File: src/rtl/shift32_seq.sv
// shift32_seq: multi-cycle logical shifter with a START/BUSY/DONE handshake.
// Operands are captured on an accepted START; the working register is then
// shifted a little per clock until the captured amount is used up.
// Amounts of 0 or >= 32 finish in a single cycle.
// Optional build macro SHIFT32_SEQ_FAST_EN: shift 4 bits per cycle while at
// least 4 remain, which shortens latency. Results and handshake are unchanged.
//
// Handshake: START is sampled on a CLK rise only while BUSY=0 (IDLE or DONE_ST).
// BUSY=1 for every cycle in SHIFT. DONE=1 for exactly one cycle (DONE_ST),
// and in that cycle Y already holds the new result. Y is otherwise held.
module shift32_seq (
  input  logic        CLK,
  input  logic        RST,
  input  logic        START,
  input  logic [31:0] D,
  input  logic [31:0] S,
  input  logic        LnR,
  output logic        BUSY,
  output logic        DONE,
  output logic [31:0] Y,
  output logic [1:0]  dbg_state_o
);

  typedef enum logic [1:0] {
    IDLE    = 2'd0,
    SHIFT   = 2'd1,
    DONE_ST = 2'd2
  } state_e;

  state_e      state_q, state_d;
  logic [31:0] work_q;
  logic [5:0]  cnt_q;       // remaining amount; amounts >= 32 are stored as 32
  logic        dir_q;       // 1 = left, 0 = right
  logic [31:0] y_q;

  logic        accept;
  logic        fin;
  logic [5:0]  step;
  logic [31:0] res;

  assign accept = (state_q != SHIFT) && START;

  // Shift datapath for the current SHIFT cycle: result and whether this is the last edge
  always_comb begin
    step = 6'd1;
    res  = work_q;
    fin  = 1'b0;
    if (cnt_q >= 6'd32) begin
      res = 32'd0;
      fin = 1'b1;
    end else if (cnt_q == 6'd0) begin
      res = work_q;
      fin = 1'b1;
    end else begin
`ifdef SHIFT32_SEQ_FAST_EN
      step = (cnt_q >= 6'd4) ? 6'd4 : 6'd1;
`else
      step = 6'd1;
`endif
      res = dir_q ? (work_q << step) : (work_q >> step);
      fin = (cnt_q == step);
    end
  end

  // State register
  always_ff @(posedge CLK or negedge RST) begin
    if (!RST) state_q <= IDLE;
    else      state_q <= state_d;
  end

  // Next-state logic
  always_comb begin
    state_d = state_q;
    case (state_q)
      IDLE:    state_d = START ? SHIFT : IDLE;
      SHIFT:   state_d = fin ? DONE_ST : SHIFT;
      DONE_ST: state_d = START ? SHIFT : IDLE;
      default: state_d = IDLE;
    endcase
  end

  // Outputs decoded from state
  always_comb begin
    BUSY = 1'b0;
    DONE = 1'b0;
    case (state_q)
      SHIFT:   BUSY = 1'b1;
      DONE_ST: DONE = 1'b1;
      default: ;
    endcase
  end

  // Operand capture, shifting and result update
  always_ff @(posedge CLK or negedge RST) begin
    if (!RST) begin
      work_q <= 32'd0;
      cnt_q  <= 6'd0;
      dir_q  <= 1'b0;
      y_q    <= 32'd0;
    end else if (accept) begin
      work_q <= D;
      cnt_q  <= (S >= 32'd32) ? 6'd32 : S[5:0];
      dir_q  <= LnR;
    end else if (state_q == SHIFT) begin
      work_q <= res;
      if (fin) begin
        cnt_q <= 6'd0;
        y_q   <= res;
      end else begin
        cnt_q <= cnt_q - step;
      end
    end
  end

  assign Y           = y_q;
  assign dbg_state_o = state_q;

endmodule
File: config.mk
export PLATFORM = sky130hd
export DESIGN_NAME = shift32_seq
export DESIGN_NICKNAME = d
export VERILOG_FILES = /design/src/rtl/shift32_seq.sv
export SDC_FILE = /design/constraint.sdc
export NUM_CORES = 1
export LEC_CHECK = 0
export BUFFER_PORTS_ARGS = -buffer_cell sky130_fd_sc_hd__buf_2
export CAP_MARGIN = 20
export CORE_UTILIZATION = 58
export DETAILED_ROUTE_END_ITERATION = 6
export HOLD_SLACK_MARGIN = 0.15
export PLACE_DENSITY = 0.95
export SYNTH_ARGS = -nofsm -noshare
export SYNTH_HDL_FRONTEND = slang
export SYNTH_SLANG_ARGS = --single-unit
File: constraint.sdc
create_clock -name CLK -period 5.1 [get_ports CLK]
set_input_delay 0 -clock CLK [delete_from_list [all_inputs] [get_ports CLK]]
set_output_delay 0 -clock CLK [all_outputs]
set_load 0.01 [all_outputs]
; ---- Yosys cells after proc, flatten, opt, wreduce, memory -nomap -nowiden
; Cells that the tools add are included.
[word_totals]
reg_bits = 73
output_inout_bits = 36
[classes]
add_sub_neg = 1
magnitude_cmp = 2
n_eq_ne = 4
muxes = 16
bitwise = 1
n_reduce_logical = 6
[ops]
columns = op, count
row1 = 32-bit two-way mux, 5
row2 = 32-bit by 6-bit greater-or-equal comparator with 1-bit output (second input constant), 1
row3 = 6-bit two-way mux, 4
row4 = 6-bit by 1-bit equality test with 1-bit output (second input constant), 1
row5 = 6-bit greater-or-equal comparator (second input constant), 1
row6 = 6-bit zero test, 1
row7 = 6-bit by 1-bit subtractor with 6-bit output (second input constant), 1
row8 = 1-bit two-way mux, 5
row9 = 2-bit one-hot mux with 2 select lines, 1
row10 = 3-bit AND reduction, 1
row11 = 2-bit by 1-bit equality test with 1-bit output (second input constant), 1
row12 = 2-bit equality test (second input constant), 1
row13 = 2-bit zero test, 1
row14 = 2-bit two-way mux, 1
row15 = 2-bit by 1-bit != test with 1-bit output (second input constant), 1
row16 = 2-bit nonzero test, 1
row17 = 2-bit OR reduction, 1
row18 = 1-bit logical AND, 1
row19 = 1-bit NOT, 1

; ---- Logic depth before layout (Yosys ltp)
[logic_depth]
ltp_word = 6
ltp_mapped = 8
depth_no_buf = 6

; ---- Worst setup path after synthesis
; Ideal clock, no wire load.
[synth_path]
path_kind = register to register
start = register cnt_q[0]
end = register cnt_q[2]
t_arrival_ns = 1.528
required_ns = 4.974
path_slack_ns = 3.446
stages_incl_launch_ff = 8
path_buffers = 1
period_less_slack_ns = 1.654
cell_sequence = dfrtp_1 -> inv_1 -> ha_1 -> clkbuf_1 -> nor2_1 -> o21ba_2 -> and3_1 -> a221o_1
[synth_between]
elab_chain_len = 6
elab_cells_between_ends = 9
[synth_lines]
columns = item, line
row1 = "start, declared", 32  ; logic [5:0] cnt_q;
row2 = "start signal, assigned", 102  ; cnt_q <= (S >= 32'd32) ? 6'd32 : S[5:0];
row3 = "start signal, assigned", 110  ; cnt_q <= cnt_q - step;
row4 = branches (longest 3 deep; another with 6-bit greater-or-equal comparator), -
row5 = 6-bit two-way mux (*), 106  ; if (fin) begin
row6 = 6-bit two-way mux (*), 104  ; end else if (state_q == SHIFT) begin
row7 = 6-bit two-way mux (*), 100  ; end else if (accept) begin
; Mark *: on every way between the ends. The select of a mux whose other input is x is not followed.
; A chain may end at the register's enable or synchronous reset.

; ---- Worst setup path after layout
[layout_path]
start = register cnt_q[0]
end = register cnt_q[1]
; The elaborated chain is that of the path after synthesis.

==> qor.yml <==
final_util: 0.789
setup_viol: 0
syn_avg_cell_area_um2: 9.52
synth_nets: 501
yosysSeqAreaShare: 0.446
globalplace.congestion: 0.850
path_clk_slew_ns: 0.08
wire_per_inst_um: 17.9
worstPathMaxFanout: 35
post-dp-hpwl_um: 6330
rows: 30
grt_use_total: 0.319
synth_cells: 430
clock-sinks: 73
ys.flop_type: "dfrtp_1"
drt_first_iter_violations: 612
ctsHtreeMaxLevel: 3
wirelength_um: 11700
dieArea_um2: 7400
cts_setup_buffers: 0
fmax_mhz: 341
grt_pass1_vias: 3822
period_share: 0.575
rsz0062_at_grt: "no"
synth_area_leaders: "dfrtp_1 (45%), a211oi_1 (12%), a21oi_1 (8.1%), mux2i_1 (7.3%), nor2b_1 (5.0%)"
synth_area_um2: 4090
ys_types: 40
synth_edf_count: 0
yosysTopAreaCell: "dfrtp_1"
via_per_inst: 6.29
async_reset_ff_frac: 1.00
worstSetupPathType: "reg -> reg"
antenna_cells: 0
dieHeight_um: 86.0
vdd_drop_max_v: 0.000254
num_vias: 4124
initial_utilization: 0.603
ys_ff_latch: 73
clk_path_buf_depth: 2
cts_tree: "yes"
min_path_type: "in -> reg"
max-slew-margin-rel: 0.389
antenna_found_initial: 0
status: "complete, no violations"
power_density_nw_per_um2: 319
cts_root_buf: "clkbuf_8"
worstMarginPinSlew_ns: 0.917
power_leakage_nw: 2.38
grt_max_degree: 74
syn2layout_area_growth_pct: 30.9
ys_warn_count: 0
grt_pass1_wl_um: 18500
die_w_um: 86.0
firstDrtPassIters: 5
clkLatencyLatePin_ns: 0.35
drv_slew: 0
coreArea_um2: 6790
fillers: 405
required_ns: 5.34
cap_viol_max_count: 0
synth_top_area_frac: 0.446
drc: 0
nets: 626
hold_viol: 0
layout-drive-gt1-share: 0.243
portBuffers: 103
cts_buffers: 9
gr-total-overflow: 0
critPathCaptureType: "register"
arrival_ns: 3.18
skew_ns: 0.00610
io_pins: 104
drtAntennaViolNets: 0
fin_crit_ns: 2.93
start_kind: "register"
fin_tns_setup_ns: 0
## cell usage in the layout (no fill, tap or decap), types with 2 or more instances in the layout
master | synthesis | final
buf_2 | 8 | 103
dfrtp_1 | 73 | 72
a21oi_1 | 66 | 66
a211oi_1 | 63 | 63
dlygate4sd3_1 | 0 | 46
o21ai_0 | 38 | 38
nor2b_1 | 33 | 33
mux2i_1 | 30 | 30
o21ai_1 | 30 | 30
clkbuf_8 | 0 | 10
inv_1 | 5 | 5
nor4_1 | 5 | 5
nor2_1 | 4 | 4
nand2_1 | 4 | 4
a21o_1 | 4 | 4
nor4b_1 | 3 | 3
nand3_1 | 3 | 3
ha_1 | 3 | 3
bufinv_16 | 0 | 3
nand4_1 | 2 | 2
nor3_1 | 2 | 2
inv_6 | 0 | 2
buf_8 | 0 | 2
buf_12 | 0 | 2
buf_16 | 0 | 2
buf_4 | 1 | 2
## report_power, final
part           leakage (nW)  total [mW]  internal, mW  switching, mW
Clock                 0.127       0.573         0.341          0.232
Combinational          1.33       0.387         0.184          0.203
Sequential            0.925       0.751         0.663         0.0878
Total                  2.38        1.71          1.19          0.522
## layout make-up
type	count	area (um2)	share of cell area
Timing Repair Buffer	157	1120	0.208
Tap cell	96	120	0.0224
Clock inverter	6	113	0.0210
Multi-Input combinational cell	308	2020	0.377
Inverter	6	22.5	0.00420
Sequential cell	73	1830	0.341
Clock buffer	10	138	0.0257
## critical path: stages (launching register included)
cell           delay, ns
dfrtp_1             0.42
inv_1               0.15
ha_1                0.52
buf_16              0.23
nor2_1              0.09
o21ba_2             0.42
a32o_1              0.30
a21o_1              0.15
dlygate4sd3_1       0.54
## path summary, 6_finish.rpt
| kind | slack, ns | end | depth (start not counted) | startpoint |
|---|---|---|---|---|
| max | 2.17 | cnt_q[1] | 8 | cnt_q[0] |
| min | 0.17 | cnt_q[0] | 4 | S[9] |
| max reg2reg | 2.17 | cnt_q[1] | 8 | cnt_q[0] |
| min reg2reg | 0.52 | Y[23] | 2 | Y[23] |
| max in group asynchronous | 4.07 | dir_q | 3 | RST |
| min in group asynchronous | 0.39 | cnt_q[4] | 3 | RST |
## flip-flops by register name, indices dropped and copies added (netlist names)
name	count
Y	32
dbg_state_o	2
cnt_q	6
dir_q	1
work_q	32
## cell usage after synthesis, types with 4 or more instances
master,instances
clkbuf_1,27
buf_6,7
a21o_1,4
inv_1,5
nor2_1,4
buf_2,8
o21ai_1,30
nor4_1,5
a21oi_1,66
o21ai_0,38
nor2b_1,33
nand2_1,4
mux2i_1,30
a211oi_1,63
dfrtp_1,73
## through the flow
| step | total power, mW | hold slack (ns) | worst slack, ns | instances | instance area [um2] |
|---|---|---|---|---|---|
| floorplan | 0.969 | -0.296 | 3.45 | 430 | 4090 |
| global placement | 1.08 | 0.205 | 2.06 | 588 | 4520 |
| detailed placement | 1.10 | 0.203 | 2.17 | 589 | 4540 |
| CTS | 1.69 | 0.166 | 1.81 | 650 | 5240 |
| global route | 1.79 | 0.191 | 2.03 | 656 | 5360 |
| finish | 1.71 | 0.174 | 2.17 | 656 | 5360 |
## repair_timing
action                    CTS  global route
hold buffers               45             1
gates resized for setup     0             0
hold endpoints to repair  112             1
## per-layer routing
metal	GRT usage	wire [um]	vias to the layer above	part of all wire
li1	-	-	1863	-
met1	0.429	4930	2031	0.42
met2	0.528	5810	197	0.50
met3	0.0529	728	33	0.062
met4	0.106	266	0	0.023
met5	0	0	-	0
## cell families (layout without fill, tap and decap cells)
| kind of cell | Yosys count | count (layout) | synth area share |
|---|---|---|---|
| compound gates | 207 | 207 | 0.300 |
| flops | 73 | 73 | 0.446 |
| simple gates | 67 | 67 | 0.108 |
| buf+inv | 49 | 179 | 0.0611 |
| mux | 30 | 30 | 0.0734 |
| fa+ha+maj | 3 | 3 | 0.00917 |
| xor+xnor | 1 | 1 | 0.00214 |
Note: power is estimated with default switching activity, not from simulation.
